===== config.mk =====
export PLATFORM = sky130hd
export DESIGN_NAME = switch_debouncer
export DESIGN_NICKNAME = d
export VERILOG_FILES = /design/src/rtl/debounce_pkg.sv /design/src/rtl/debounce_channel.sv /design/src/rtl/switch_debouncer.sv
export SDC_FILE = /design/constraint.sdc
export NUM_CORES = 1
export LEC_CHECK = 0
export ABC_AREA = 0
export CORE_MARGIN = 3
export CORE_UTILIZATION = 58
export CTS_CLUSTER_DIAMETER = 100
export DETAILED_ROUTE_END_ITERATION = 8
export PLACE_DENSITY = 0.83
export SYNTH_ARGS = -nofsm -noshare
export SYNTH_HDL_FRONTEND = slang
export SYNTH_HIERARCHICAL = 1
export SYNTH_SLANG_ARGS = --single-unit

===== constraint.sdc =====
create_clock -name i_clk -period 2.2 [get_ports i_clk]
set_input_delay 0.33 -clock i_clk [delete_from_list [all_inputs] [get_ports i_clk]]
set_output_delay 0.33 -clock i_clk [all_outputs]
set_load 0.02 [all_outputs]

===== src/rtl/debounce_pkg.sv =====
// Shared definitions for the switch debouncer: per-channel FSM states and
// default timing constants.
package debounce_pkg;

  typedef enum logic {
    ST_STABLE   = 1'b0,
    ST_CHANGING = 1'b1
  } deb_state_e;

  localparam int DEBOUNCE_STABLE_TICKS_DEF = 4;
  localparam int DEBOUNCE_TICK_DIV_DEF     = 4096;

endpackage


===== src/rtl/debounce_channel.sv =====
// One debounce channel: 2-FF synchroniser, tick counter, STABLE/CHANGING FSM
// and registered rise/fall pulses aligned with the accepted level.
module debounce_channel
  import debounce_pkg::*;
#(
  parameter int STABLE_TICKS = DEBOUNCE_STABLE_TICKS_DEF
) (
  input  logic i_clk,
  input  logic i_reset_n,
  input  logic i_tick,
  input  logic i_raw,
  output logic o_level,
  output logic o_rise,
  output logic o_fall
);

  localparam int CNT_W = $clog2(STABLE_TICKS + 1);
  localparam logic [CNT_W-1:0] CNT_LAST = CNT_W'(STABLE_TICKS - 1);

  logic             sync_p0;
  logic             sync_p1;
  deb_state_e       state_p2;
  deb_state_e       state_nxt;
  logic [CNT_W-1:0] cnt_p2;
  logic [CNT_W-1:0] cnt_nxt;
  logic             level_p2;
  logic             level_nxt;
  logic             rise_p2;
  logic             rise_nxt;
  logic             fall_p2;
  logic             fall_nxt;

  // Stage p0/p1: two-flop synchroniser for the asynchronous switch level
  always_ff @(posedge i_clk or negedge i_reset_n) begin
    if (!i_reset_n) begin
      sync_p0 <= 1'b0;
      sync_p1 <= 1'b0;
    end else begin
      sync_p0 <= i_raw;
      sync_p1 <= sync_p0;
    end
  end

  // Stage p2: FSM state, qualification counter, accepted level and pulses
  always_ff @(posedge i_clk or negedge i_reset_n) begin
    if (!i_reset_n) begin
      state_p2 <= ST_STABLE;
      cnt_p2   <= '0;
      level_p2 <= 1'b0;
      rise_p2  <= 1'b0;
      fall_p2  <= 1'b0;
    end else begin
      state_p2 <= state_nxt;
      cnt_p2   <= cnt_nxt;
      level_p2 <= level_nxt;
      rise_p2  <= rise_nxt;
      fall_p2  <= fall_nxt;
    end
  end

  // Next-state logic: a divergence seen in STABLE is handled exactly like
  // CHANGING (counter is 0 there), so a tick in the first differing cycle
  // counts as the first qualifying tick.
  always_comb begin
    state_nxt = state_p2;
    cnt_nxt   = cnt_p2;
    level_nxt = level_p2;
    rise_nxt  = 1'b0;
    fall_nxt  = 1'b0;
    if (sync_p1 == level_p2) begin
      state_nxt = ST_STABLE;
      cnt_nxt   = '0;
    end else begin
      state_nxt = ST_CHANGING;
      if (state_p2 == ST_STABLE) cnt_nxt = '0;
      if (i_tick) begin
        if (((state_p2 == ST_STABLE) ? '0 : cnt_p2) == CNT_LAST) begin
          state_nxt = ST_STABLE;
          cnt_nxt   = '0;
          level_nxt = sync_p1;
          rise_nxt  = sync_p1;
          fall_nxt  = ~sync_p1;
        end else begin
          cnt_nxt = ((state_p2 == ST_STABLE) ? '0 : cnt_p2) + 1'b1;
        end
      end
    end
  end

  assign o_level = level_p2;
  assign o_rise  = rise_p2;
  assign o_fall  = fall_p2;

endmodule


===== src/rtl/switch_debouncer.sv =====
// Multi-channel switch synchroniser/debouncer. Optional feature macro:
// DEBOUNCE_INTERNAL_TICK_EN selects an internal TICK_DIV prescaler as the
// debounce tick source instead of i_tick.
module switch_debouncer
  import debounce_pkg::*;
#(
  parameter int N_CHANNELS   = 8,
  parameter int STABLE_TICKS = DEBOUNCE_STABLE_TICKS_DEF,
  parameter int TICK_DIV     = DEBOUNCE_TICK_DIV_DEF
) (
  input  logic                  i_clk,
  input  logic                  i_reset_n,
  input  logic                  i_tick,
  input  logic [N_CHANNELS-1:0] i_raw,
  output logic [N_CHANNELS-1:0] o_level,
  output logic [N_CHANNELS-1:0] o_rise,
  output logic [N_CHANNELS-1:0] o_fall,
  output logic                  o_changed
);

  logic tick;

`ifdef DEBOUNCE_INTERNAL_TICK_EN
  localparam int PRE_W = $clog2(TICK_DIV);
  localparam logic [PRE_W-1:0] PRE_LAST = PRE_W'(TICK_DIV - 1);

  logic [PRE_W-1:0] presc_p0;
  logic             unused_tick;

  assign unused_tick = i_tick;

  // Prescaler: free-running 0..TICK_DIV-1, tick while at the terminal count
  always_ff @(posedge i_clk or negedge i_reset_n) begin
    if (!i_reset_n) begin
      presc_p0 <= '0;
    end else if (presc_p0 == PRE_LAST) begin
      presc_p0 <= '0;
    end else begin
      presc_p0 <= presc_p0 + 1'b1;
    end
  end

  assign tick = (presc_p0 == PRE_LAST);
`else
  assign tick = i_tick;
`endif

  for (genvar k = 0; k < N_CHANNELS; k++) begin : g_chan
    debounce_channel #(
      .STABLE_TICKS (STABLE_TICKS)
    ) u_chan (
      .i_clk     (i_clk),
      .i_reset_n (i_reset_n),
      .i_tick    (tick),
      .i_raw     (i_raw[k]),
      .o_level   (o_level[k]),
      .o_rise    (o_rise[k]),
      .o_fall    (o_fall[k])
    );
  end

  assign o_changed = |(o_rise | o_fall);

endmodule


# Yosys cells after proc, flatten, opt, wreduce, memory -nomap -nowiden
# Cells that the tools add are included.
[totals]
wordCells = 210
output_inout_bits = 25
regBits = 72
inputBits = 11
[op_classes]
n_eq_ne = 16
n_bitwise = 17
reduce_logical = 9
n_mux = 104
add_sub_neg = 8
[op_table]
columns = ["operator", "n"]
rows = [
  ["3-bit two-way mux", 32],
  ["1-bit two-way mux", 72],
  ["3-bit by 1-bit adder with 3-bit output (second input constant)", 8],
  ["3-bit by 2-bit == test with 1-bit output (second input constant)", 8],
  ["3-bit AND reduction", 8],
  ["1-bit NOT", 16],
  ["1-bit == test", 8],
  ["8-bit bitwise OR", 1],
  ["8-bit OR reduction", 1],
]

# Depth between registers and ports, before layout
[depth]
ltp_word = 5
ltp_mapped = 4
ltp_nobuf = 4

# Modules after synthesis
# Netlist, hierarchy kept.
[modules_own_cells]
columns = ["module", "cells_per_inst", "seq_area_each_um2", "instances", "area_per_inst_um2"]
rows = [
  ["debounce_channel", 25, 225.2, 8, 344.1],
  ["switch_debouncer", 5, 0.0, 1, 31.3],
]

# Worst setup path after synthesis
# No wires, ideal clock.
[synth_path]
path_kind = "flip-flop to output port"
start = "register g_chan[6].u_chan.rise_p2"
end = "output o_changed"
required_time_ns = 1.870
n_path_buf = 0
path_stages_with_launch = 3
t_arrival_ns = 0.977
path_slack_ns = 0.893
cell_sequence = "dfrtp_1 nor4_1 nand4_1"
[synth_between]
elab_chain_cells = 2
[synth_lines]
columns = ["item", "line_no", "rtl"]
rows = [
  ["from (decl)", "debounce_channel.sv:28", "logic rise_p2;"],
  ["from (signal assigned)", "debounce_channel.sv:56", "rise_p2 <= rise_nxt;"],
  ["8-bit bitwise OR", "switch_debouncer.sv:62", "assign o_changed = |(o_rise | o_fall);"],
  ["8-bit OR reduction", "switch_debouncer.sv:62", ""],
  ["to (decl)", "switch_debouncer.sv:18", "output logic o_changed"],
]
# No other way between the ends.

# Worst setup path in the final report
[layout_path]
start = "register g_chan[5].u_chan.fall_p2"
end = "output o_changed"
[layout_between]
elab_chain_cells = 2
[layout_lines]
columns = ["item", "line_no", "rtl"]
rows = [
  ["from (decl)", "debounce_channel.sv:30", "logic fall_p2;"],
  ["from (signal assigned)", "debounce_channel.sv:57", "fall_p2 <= fall_nxt;"],
  ["8-bit bitwise OR", "switch_debouncer.sv:62", ""],
  ["8-bit OR reduction", "switch_debouncer.sv:62", ""],
]
# No other way between the ends.

==> impl_metrics.csv <==
group,metric,value,unit
worst_setup_path,path_buf_inv,1,
logic_synthesis,netlist.area_leader.share,64.7,%
drt,drc,0,
worst_setup_path,crit_required,1.87,ns
die,core-area,4500,um^2
worst_setup_path,crit_slowest_cell,"dfrtp_1",
sta,clock_skew,0.00708,ns
die,dieArea,5670,um^2
clock_tree,clock_sinks,72,
logic_synthesis,ys_seq_area_share,64.7,%
power,finalPower,2.58,mW
die,dieWidth,75.3,um
clock_tree,htreeDepth,3,
drt,first_pass_iters,4,
die,initial_utilization,61.8,%
sta,setup_tns,0,ns
sta,slew_viol_final,0,
flow_run,drv_cap,0,
logic_synthesis,synth_fp_nets,224,
power,power.switching,0.573,mW
place,gp_congestion,0.734,
worst_setup_path,crit_cells,3,
clock_tree,tritoncts,"yes",
logic_synthesis,synth_cell_type_count,15,
drt,via_per_inst,5.47,
run_status,status,"finished clean",
clock_tree,clockBufferDepth,2,
logic_synthesis,syn_area,2780,um^2
finish,nets,273,
power,power_density,749,nW/um^2
place,dp_hpwl,2940,um
logic_synthesis,yosysTopAreaCell,"dfrtp_1",
sta,hold_viol,0,
worst_setup_path,r2r_cells,4,
place,place_area,3230,um^2
power,p_int,2.01,mW
worst_setup_path,crit_type,"reg2out",
sta,setup_ws,0.391,ns
sta,setup_viol_count_final,0,
sta,fin_crit_sh,82.2,%
global_routing,grt_max_degree,49,
power,clock_power_share,38.8,%
place,portBuffers,35,
global_routing,grt_pass1_wl,7420,um
finish,syn_to_final_growth,23.8,%
logic_synthesis,synth_seq_cells,72,
logic_synthesis,async_flop_share,100,%
finish,seq_area,1800,um^2
place,place_ws,0.327,ns
logic_synthesis,synthTopCellsByArea,"dfrtp_1 65%, xnor2_1 5.0%, mux2_4 4.3%, nor3b_1 4.3%, and2_1 3.6%",
logic_synthesis,syn_avg_cell_area,13.6,um^2
sta,slew-limit-headroom,63.3,%
sta,grt_setup_unrepaired,"false",
logic_synthesis,synthCells,205,
clock_tree,cts_setup_buffers,0,
drt,routedWlPerCell,14.3,um
sta,tightest_slew,0.550,ns
worst_setup_path,crit_path_start_kind,"register",
worst_setup_path,cp-end-kind,"output pin",
global_routing,overflow,0,
power,peakVddDrop,0.000601,V
clock_tree,root_buffer,"clkbuf_8",
finish,drive_gt1_share,13.9,%
die,io_pins,36,
global_routing,grt_use_total,18.4,%
clock_tree,cts.clk_slew.worst_paths,0.07,ns
finish,n_antenna_cell,0,
worst_setup_path,crit_fanout,2,
drt,vias,1701,
worst_setup_path,critPathMaxStageDelay,0.39,ns
sta,period_minus_slack,1.81,ns
worst_setup_path,crit_chain,"nor4_2 > nand4_1 > dlymetal6s2s_1",
worst_setup_path,worstPathArrival,1.48,ns
logic_synthesis,yosysWarningCount,6,
finish,fin_cells,311,
die,fp.dieH,75.3,um
drt,wl,4460,um
worst_hold_path,hold_path.class,"reg2reg",
place,dp.cells,294,
power,p_comb_share,6.8,%
logic_synthesis,synth_edf_count,0,
logic_synthesis,synth_common_cells,"72 x dfrtp_1, 16 x and2_1, 16 x nand2_1, 16 x nor3b_1, 16 x xnor2_1",
clock_tree,clk_latency,0.33,ns
finish,n_fill_cell,286,
global_routing,grt_pass1_vias,1575,
drt,first_iter_violations,95,
drt,ant_nets,0,
power,cellLeakagePower,1.53,nW
finish,stdcell_area,3450,um^2
worst_setup_path,crit_family,"simple AND/OR/NAND/NOR gates",
finish,multi_input_area,988,um^2
logic_synthesis,yosysMostFrequentCell,"dfrtp_1",
logic_synthesis,ys.flop_type,"dfrtp_1",
power,switching_share,22.2,%
die,std_cell_rows,24,
clock_tree,cts_made_buffers,9,
power,seqPwrFrac,54.4,%
worst_hold_path,min_path_cells,0,
sta,max_freq,553,MHz
global_routing,antenna_found_initial,0,
-- cell families (layout without fill, tap and decap cells) --
group	Yosys count	count (layout)	synth area share (%)
and+or+nand+nor	77	77	16.9
adders and majority gates	8	8	3.60
muxes	8	8	4.31
DFF	72	72	64.7
xor gates and xnor gates	16	16	5.03
buffers and inverters	0	54	0
AOI/OAI and AO/OA	24	24	5.39
-- per-layer routing --
layer  up-vias  share of wire, %  GRT usage [%]
met2        50                47           26.4
li1        814                 -              -
met4         0              0.47           5.83
met3         2               6.8           11.3
met1       835                45           23.2
met5         -                 0              0
-- timing repair --
action | CTS | global route
endpoints found under the setup margin | 1 | 1
endpoints found under the hold margin | 24 | 0
cloned | 0 | 0
gates resized for setup | 1 | 1
hold buffers | 1 | 0
-- worst reg2reg max path, cell delays in order (launching register included) --
cell and delay (ns):
dfrtp_1 0.39, and2_1 0.18, ha_1 0.23, nand3_2 0.13, mux2_4 0.31
-- stage by stage --
| step | hold WS (ns) | utilization (%) |
|---|---|---|
| after floorplan | 0.0344 | - |
| after global placement | 0.333 | 71.7 |
| after detailed placement | 0.339 | 71.7 |
| after CTS | 0.357 | 76.4 |
| after global routing | 0.361 | 76.5 |
| final | 0.353 | 76.5 |
-- cell type report --
| cell class | instances | share of cell area [%] |
|---|---|---|
| clock inverter | 5 | 1.63 |
| tap | 52 | 1.89 |
| timing repair buffer | 38 | 11.4 |
| clock buffer | 11 | 4.10 |
| sequential | 72 | 52.3 |
| multi-input combinational | 133 | 28.7 |
-- cells in the final DEF, fill, tap and decap left out, drive strengths merged --
cell type,count
nand2,16
a211oi,8
a21oi,8
ha,8
nor4,4
dlygate4sd3,1
dlymetal6s2s,1
clkbuf,11
nand3,8
nor2,8
mux2,8
nand2b,8
and2,16
clkinv,3
xnor2,16
dfrtp,72
nand4,1
clkdlybuf4s50,32
clkinvlp,1
bufinv,1
a31oi,8
nor3b,16
buf,4
-- power by group through the flow --
stage | clock network [mW] | registers, mW | logic (mW)
2_1_floorplan | 0 | 1.43 | 0.0801
3_3_place_gp | 0 | 1.43 | 0.170
3_5_place_dp | 0 | 1.43 | 0.175
4_1_cts | 1.04 | 1.40 | 0.179
5_1_grt | 1.08 | 1.41 | 0.198
6_report | 1.00 | 1.40 | 0.176
-- state kept, by name, indices dropped and copies added (netlist names) --
register                flops
g_chan.u_chan/o_level       8
g_chan.u_chan/o_fall        8
g_chan.u_chan/o_rise        8
g_chan.u_chan/sync_p0       8
g_chan.u_chan/sync_p1       8
g_chan.u_chan/cnt_p2       24
g_chan.u_chan/state_p2      8
-- worst paths after layout --
path                                      startpoint                    endpoint  slack (ns)
min                         g_chan[0].u_chan/sync_p0    g_chan[0].u_chan/sync_p1        0.35
min in group asynchronous                  i_reset_n     g_chan[5].u_chan/o_rise        0.51
max in group asynchronous                  i_reset_n  g_chan[3].u_chan/cnt_p2[0]        1.07
min reg2reg                 g_chan[0].u_chan/sync_p0    g_chan[0].u_chan/sync_p1        0.35
max reg2reg                g_chan[2].u_chan/state_p2    g_chan[2].u_chan/o_level        0.84
max                          g_chan[5].u_chan/o_fall                   o_changed        0.39
Note: power is estimated with default switching activity, not from simulation.
